## src/rtl/fetch_stage.sv

```systemverilog
// fetch_stage: PC plus single-outstanding imem fetch into a stall-aware decode register; FETCH_PERF_CNT_EN adds perf counters
module fetch_stage #(
  parameter int ARCH_LEN = 32,
  parameter int INST_LEN = 32,
  parameter logic [ARCH_LEN-1:0] BOOT_ADDR = '0,
  parameter logic [INST_LEN-1:0] NOP_INST = INST_LEN'(32'h0000_0013)
) (
  input  logic                clk,
  input  logic                rst,
  output logic                imem_req_valid,
  input  logic                imem_req_ready,
  output logic [ARCH_LEN-1:0] imem_req_addr,
  input  logic                imem_rsp_valid,
  input  logic [INST_LEN-1:0] imem_rsp_data,
  input  logic                stall_dec_in,
  input  logic                redirect_valid_in,
  input  logic [ARCH_LEN-1:0] redirect_pc_in,
  output logic [INST_LEN-1:0] inst_fetched_out,
  output logic                inst_valid_out,
  output logic [ARCH_LEN-1:0] pc_out
`ifdef FETCH_PERF_CNT_EN
  ,
  output logic [31:0]         perf_fetched_out,
  output logic [31:0]         perf_stall_out
`endif
);
  typedef enum logic [1:0] {REQ, WAIT, HOLD, DRAIN} state_t;
  state_t state, state_n;
  logic [ARCH_LEN-1:0] pc, pc_n, req_pc, req_pc_n, out_pc, hold_pc, ld_pc;
  logic [INST_LEN-1:0] out_inst, hold_inst, ld_inst;
  logic out_valid, out_valid_n, ld, hold_we, free;
  assign imem_req_valid = state == REQ;
  assign imem_req_addr = pc;
  assign inst_valid_out = out_valid;
  assign inst_fetched_out = out_valid ? out_inst : NOP_INST;
  assign pc_out = out_pc;
  assign free = ~out_valid | ~stall_dec_in;
  always_comb begin
    state_n = state;
    pc_n = pc;
    req_pc_n = req_pc;
    ld = 1'b0;
    ld_inst = imem_rsp_data;
    ld_pc = req_pc;
    hold_we = 1'b0;
    case (state)
      REQ: if (imem_req_ready) begin
        req_pc_n = pc;
        pc_n = pc + ARCH_LEN'(4);
        state_n = WAIT;
      end
      WAIT: if (imem_rsp_valid) begin
        ld = free;
        hold_we = ~free;
        state_n = free ? REQ : HOLD;
      end
      HOLD: if (!stall_dec_in) begin
        ld = 1'b1;
        ld_inst = hold_inst;
        ld_pc = hold_pc;
        state_n = REQ;
      end
      DRAIN: state_n = imem_rsp_valid ? REQ : DRAIN;
      default: state_n = REQ;
    endcase
    // a squashed request still in flight must have its response swallowed in DRAIN
    if (redirect_valid_in) begin
      pc_n = redirect_pc_in & ~ARCH_LEN'(3);
      ld = 1'b0;
      hold_we = 1'b0;
      state_n = ((state == REQ) & imem_req_ready) | (((state == WAIT) | (state == DRAIN)) & ~imem_rsp_valid) ? DRAIN : REQ;
    end
    out_valid_n = ~redirect_valid_in & (ld | (out_valid & stall_dec_in));
  end
  always_ff @(posedge clk or negedge rst) begin
    if (!rst) begin
      state <= REQ;
      pc <= BOOT_ADDR;
      req_pc <= BOOT_ADDR;
      out_inst <= NOP_INST;
      out_pc <= BOOT_ADDR;
      out_valid <= 1'b0;
      hold_inst <= NOP_INST;
      hold_pc <= BOOT_ADDR;
    end else begin
      state <= state_n;
      pc <= pc_n;
      req_pc <= req_pc_n;
      out_valid <= out_valid_n;
      if (ld) begin
        out_inst <= ld_inst;
        out_pc <= ld_pc;
      end
      if (hold_we) begin
        hold_inst <= imem_rsp_data;
        hold_pc <= req_pc;
      end
    end
  end
`ifdef FETCH_PERF_CNT_EN
  always_ff @(posedge clk or negedge rst) begin
    if (!rst) begin
      perf_fetched_out <= '0;
      perf_stall_out <= '0;
    end else begin
      perf_fetched_out <= perf_fetched_out + 32'(ld);
      perf_stall_out <= perf_stall_out + 32'((state == HOLD) | (stall_dec_in & out_valid));
    end
  end
`endif
endmodule

```

## config.mk

```make
export PLATFORM = sky130hd
export DESIGN_NAME = fetch_stage
export DESIGN_NICKNAME = d
export VERILOG_FILES = /design/src/rtl/fetch_stage.sv
export SDC_FILE = /design/constraint.sdc
export NUM_CORES = 1
export LEC_CHECK = 0
export BUFFER_PORTS_ARGS = -buffer_cell sky130_fd_sc_hd__buf_2
export CAP_MARGIN = 20
export CELL_PAD_IN_SITES_DETAIL_PLACEMENT = 1
export CELL_PAD_IN_SITES_GLOBAL_PLACEMENT = 1
export CORE_MARGIN = 2
export CORE_UTILIZATION = 39
export DETAILED_ROUTE_END_ITERATION = 8
export PLACE_DENSITY = 0.78
export SETUP_SLACK_MARGIN = 0.5
export SLEW_MARGIN = 20
export SYNTH_ARGS = -nofsm -noshare
export SYNTH_HDL_FRONTEND = slang
export SYNTH_SLANG_ARGS = --single-unit
```

## constraint.sdc

```tcl
create_clock -name clk -period 2.49 [get_ports clk]
set_input_delay 0.1245 -clock clk [delete_from_list [all_inputs] [get_ports clk]]
set_output_delay 0.1245 -clock clk [all_outputs]
set_load 0.005 [all_outputs]
```

## Yosys cells after proc, flatten, opt, wreduce, memory -nomap -nowiden

Index checks and enable logic that the tools add are counted.

- Logic and storage cells: 57
- Register bits after elaboration: 195
- Input port bits: 70
- Output and inout bits: 98

- Reduce and logical (&&, ||, !) cells: 6
- $add $sub $neg: 1
- Bitwise operators: 13
- Equal/unequal tests: 6
- Multiplexer cells: 23

Operators by type and width:

| kind | number |
|---|---|
| 32-bit 2-to-1 mux | 8 |
| 32-bit by 3-bit adder with 32-bit output, second input constant | 1 |
| 2-bit 2-to-1 mux | 7 |
| 2-bit one-hot mux with 4 select lines | 1 |
| 1-bit 2-to-1 mux | 6 |
| 3-bit inequality test, second input constant | 2 |
| 1-bit inverter | 5 |
| 1-bit bitwise AND | 4 |
| 2-bit equality test, second input constant | 2 |
| 1-bit bitwise OR | 4 |
| 2-bit AND reduction | 2 |
| 2-bit nonzero test | 2 |
| 3-bit by 1-bit inequality test with 1-bit output, second input constant | 1 |
| 3-bit AND reduction | 1 |
| 2-bit by 1-bit equality test with 1-bit output, second input constant | 1 |
| 2-bit zero test | 1 |
| 1-bit one-hot mux with 2 select lines | 1 |

## Longest topological paths before layout

- Depth in word-level cells: 7
- Depth in mapped cells: 8

## Worst setup path after synthesis

No wires, ideal clock.

- Kind: register to register
- From: register state[0]
- To: register pc[31] (netlist: imem_req_addr[31])
- Data required time: 2421 ps
- Path buffers: 0
- Stages on the path, launching flop included: 8
- Path slack: 57 ps
- Arrival: 2365 ps
- Cell sequence: dfrtp_1 > inv_1 > ha_1 > nand3_1 > nor4_4 > or4b_4 > or4_1 > nand3_1

- Longest elaborated chain between the ends: 3

RTL lines:

| element | RTL line | text |
|---|---|---|
| start, declared | 28 | `state_t state, state_n;` |
| start signal, assigned | 86 | `state <= state_n;` |
| 2-bit zero test | - |  |
| net imem_req_valid | 10 | `output logic imem_req_valid,` |
| 2-bit nonzero test (no line) | - |  |
| 2-bit AND reduction (no line) | - |  |
| end signal, assigned | 87 | `pc <= pc_n;` |
| end, declared | 29 | `logic [ARCH_LEN-1:0] pc, pc_n, req_pc, req_pc_n, out_pc, hold_pc, ld_pc;` |

The timed path passes the listed nets, and every way through them passes these cells.
A chain may end at the register's enable or synchronous reset.

## Worst setup path in the final report

- From: register state[1]
- To: register pc[31] (netlist: imem_req_addr[31])

- Longest elaborated chain between the ends: 3

RTL lines:

| element | RTL line | text |
|---|---|---|
| 2-bit zero test | 46 | `case (state)` |
| 2-bit nonzero test (no line) | - |  |
| 2-bit AND reduction (no line) | - |  |

Every way passes these cells.

==> results.py <==
metrics = {
    "worst_setup_path": {
        "startpoint_type": "register",
        "r2r-end": "imem_req_addr[31]",
        "cp_data_arrival_time_ps": 2400,
        "crit_chain": "inv_2, ha_4, nand3_4, nor4_4, or4b_4, or4_1, nand3_1",
        "slowest_stage": "or4b_4",
        "required_ps": 2840,
        "rr_worst_depth": 7,
        "reg2reg_slack_ps": 450,
        "r2r_start": "state[1]",
        "crit_path_end_kind": "register",
        "critical_path.max_stage_delay_ps": 500,
        "cp_max_fo": 3,
        "criticalPathCategory": "reg2reg",
    },
    "global_routing": {
        "grtUsageMet3_pct": 3.76,
        "grt.met1_usage_pct": 25.9,
        "grt.overflow.total": 0,
        "antenna_found_initial": 0,
        "grt_max_degree": 72,
        "grt.total_usage_pct": 20.1,
        "grt_pass1_vias": 6727,
        "grt_pass1_wl_um": 35400,
        "grt.busiest_layer": "met2",
        "grt_use_met2_pct": 34.3,
    },
    "timing": {
        "fin_skew_ps": 11.4,
        "fmax_ghz": 0.489,
        "tightest_slew_ps": 542,
        "final.period_utilization_pct": 82.1,
        "report.final.setup_viol": 0,
        "fin_ws_ps": 447,
        "relSlewSlack_pct": 63.9,
        "drv_slew": 0,
        "hold_viol_final": 0,
        "hold_slack_ps": 119,
        "fin_tns_setup_ps": 0,
        "min_period_ps": 2040,
        "grt_setup_unrepaired": "true",
    },
    "clock_network": {
        "ctsLongestPathBuffers": 2,
        "clk_latency_ps": 420,
        "tritoncts": "built",
        "numClockSinks": 187,
        "cts-root-buf": "clkbuf_16",
        "clkSlewWorstSetupHoldPaths_ps": 60,
        "h-tree-depth": 4,
        "cts_buffers": 17,
    },
    "floorplan": {
        "initial_core_util_pct": 39.7,
        "die_y_um": 150,
        "ios": 168,
        "coreArea_um2": 21000,
        "rows": 53,
        "die_area_um2": 22600,
        "die_x_um": 150,
    },
    "placed_design": {
        "dp_cells": 1136,
        "placed_cell_area_um2": 9550,
        "gp_congestion": 0.797,
        "port_buffers": 161,
        "dpl_worst_slack_ps": 216,
        "dp_hpwl_um": 13900,
    },
    "worst_hold_path": {
        "hp-start": "stall_dec_in",
        "hold_class": "in2reg",
        "hold_end": "inst_valid_out",
        "worstHoldPathCells": 3,
    },
    "synth": {
        "syn_avg_cell_area_um2": 11.5,
        "netlist_instances": 727,
        "synth_async_sr_flop_share_pct": 100,
        "synthesis.area_um2": 8340,
        "synthFlopType": "dfrtp_1",
        "yosysSeqAreaShare_pct": 56.2,
        "synth_edf_count": 0,
        "ys_types": 40,
        "ys.warnings.count": 0,
        "ys_ff_latch": 187,
    },
    "route": {
        "route.vias.total": 6293,
        "drc": 0,
        "drtIter0Drc": 161,
        "routed_via_density": 5.06,
        "drt_first_pass_iters": 4,
        "routedWlPerCell_um": 18.0,
        "wirelength_um": 22400,
        "drt.antenna.violating_nets": 0,
    },
    "cells_and_area": {
        "stdcell_area_um2": 11100,
        "mostFrequentLayoutCells": "dfrtp_1, buf_2, mux2_2",
        "stdcell_count": 1243,
        "final_common_cell": "dfrtp_1",
        "nNetsFinal": 1030,
        "postLayoutCoreUtil_pct": 52.6,
        "antennaDiodeCount": 0,
        "syn2layout_area_growth_pct": 32.4,
        "nFillCells": 2239,
        "drive_above_1_share_pct": 35.3,
    },
    "power": {
        "vdd_drop_max_mv": 0.611,
        "power_mw": 10.8,
        "power_leakage_nw": 5.46,
        "power.density_nw_per_um2": 980,
    },
    "flow_run": {
        "drv_cap": 0,
    },
    "run_status": {
        "outcome": "completed",
    },
}
layer usage:
metal | wire length (µm) | up-vias
met1 | 9940 | 3186
met3 | 878 | 22
met4 | 325 | 0
li1 | - | 2955
met5 | 0 | -
met2 | 11300 | 130
synthesized netlist by cell type (all sizes together) (11+ instances only):
cell type	n	area, µm²
dfrtp	181	4530
mux2	87	980
nor2	68	255
a21oi	65	325
mux2i	63	631
nand2	49	184
clkbuf	41	154
o21ai	39	195
and2	30	188
xnor2	16	140
xor2	12	105
nand3	11	67.6
critical path, delay by kind of cell (launching register included):
kind	cells	cell delay [ps]
buf+inv	1	90
fa+ha+maj	1	160
simple gates	5	1290
flops	1	430
how the worst max path moves through the flow:
stage,slack (ps),to,start,cells after the start
after floorplan,380,imem_req_addr[31],state[1],7
after global placement,320,imem_req_addr[24],state[1],7
after detailed placement,220,imem_req_addr[26],state[1],7
after CTS,370,imem_req_addr[31],state[1],7
after global routing,360,imem_req_addr[31],imem_req_addr[7],5
final,450,imem_req_addr[31],state[1],7
cell families (layout without fill, tap and decap cells):
group	after synthesis	count (layout)	synth area share, %
AOI/OAI and AO/OA	109	109	6.73
xor gates and xnor gates	28	28	2.94
adders and majority gates	5	5	0.750
buffers and inverters	55	293	2.65
DFF	187	187	56.2
muxes	150	150	19.3
other	1	4	0.0449
and+or+nand+nor	192	192	11.4
layout make-up:
type / instances / area [µm²] / share of cell area (%)
Sequential cell: 187 / 4690 / 42.5
Multi-Input combinational cell: 488 / 3570 / 32.3
Timing Repair Buffer: 252 / 1780 / 16.1
Clock buffer: 18 / 439 / 3.97
Tap cell: 275 / 344 / 3.11
Clock inverter: 14 / 191 / 1.73
Inverter: 9 / 33.8 / 0.306
report_power, final:
group / leakage (nW) / internal (mW) / switching [mW] / total (mW)
Sequential: 2.32 / 4.11 / 0.646 / 4.76
Combinational: 2.83 / 1.57 / 1.58 / 3.15
Clock: 0.311 / 1.72 / 1.21 / 2.92
timing repair:
| action | CTS | global route |
|---|---|---|
| endpoints found under the setup margin | 39 | 74 |
| pin swaps | 2 | 4 |
| hold buffers | 63 | 0 |
| setup buffers | 8 | 2 |
| gates resized for setup | 8 | 14 |
| hold endpoints to repair | 117 | 0 |
| gates cloned | 0 | 2 |
state kept, by name, indices dropped and copies added (netlist names):
register	cells
hold_pc	30
pc_out	30
req_pc	30
inst_valid_out	1
hold_inst	32
out_inst	32
state	2
imem_req_addr	30
No activity file was read; power rests on OpenSTA's default activity.
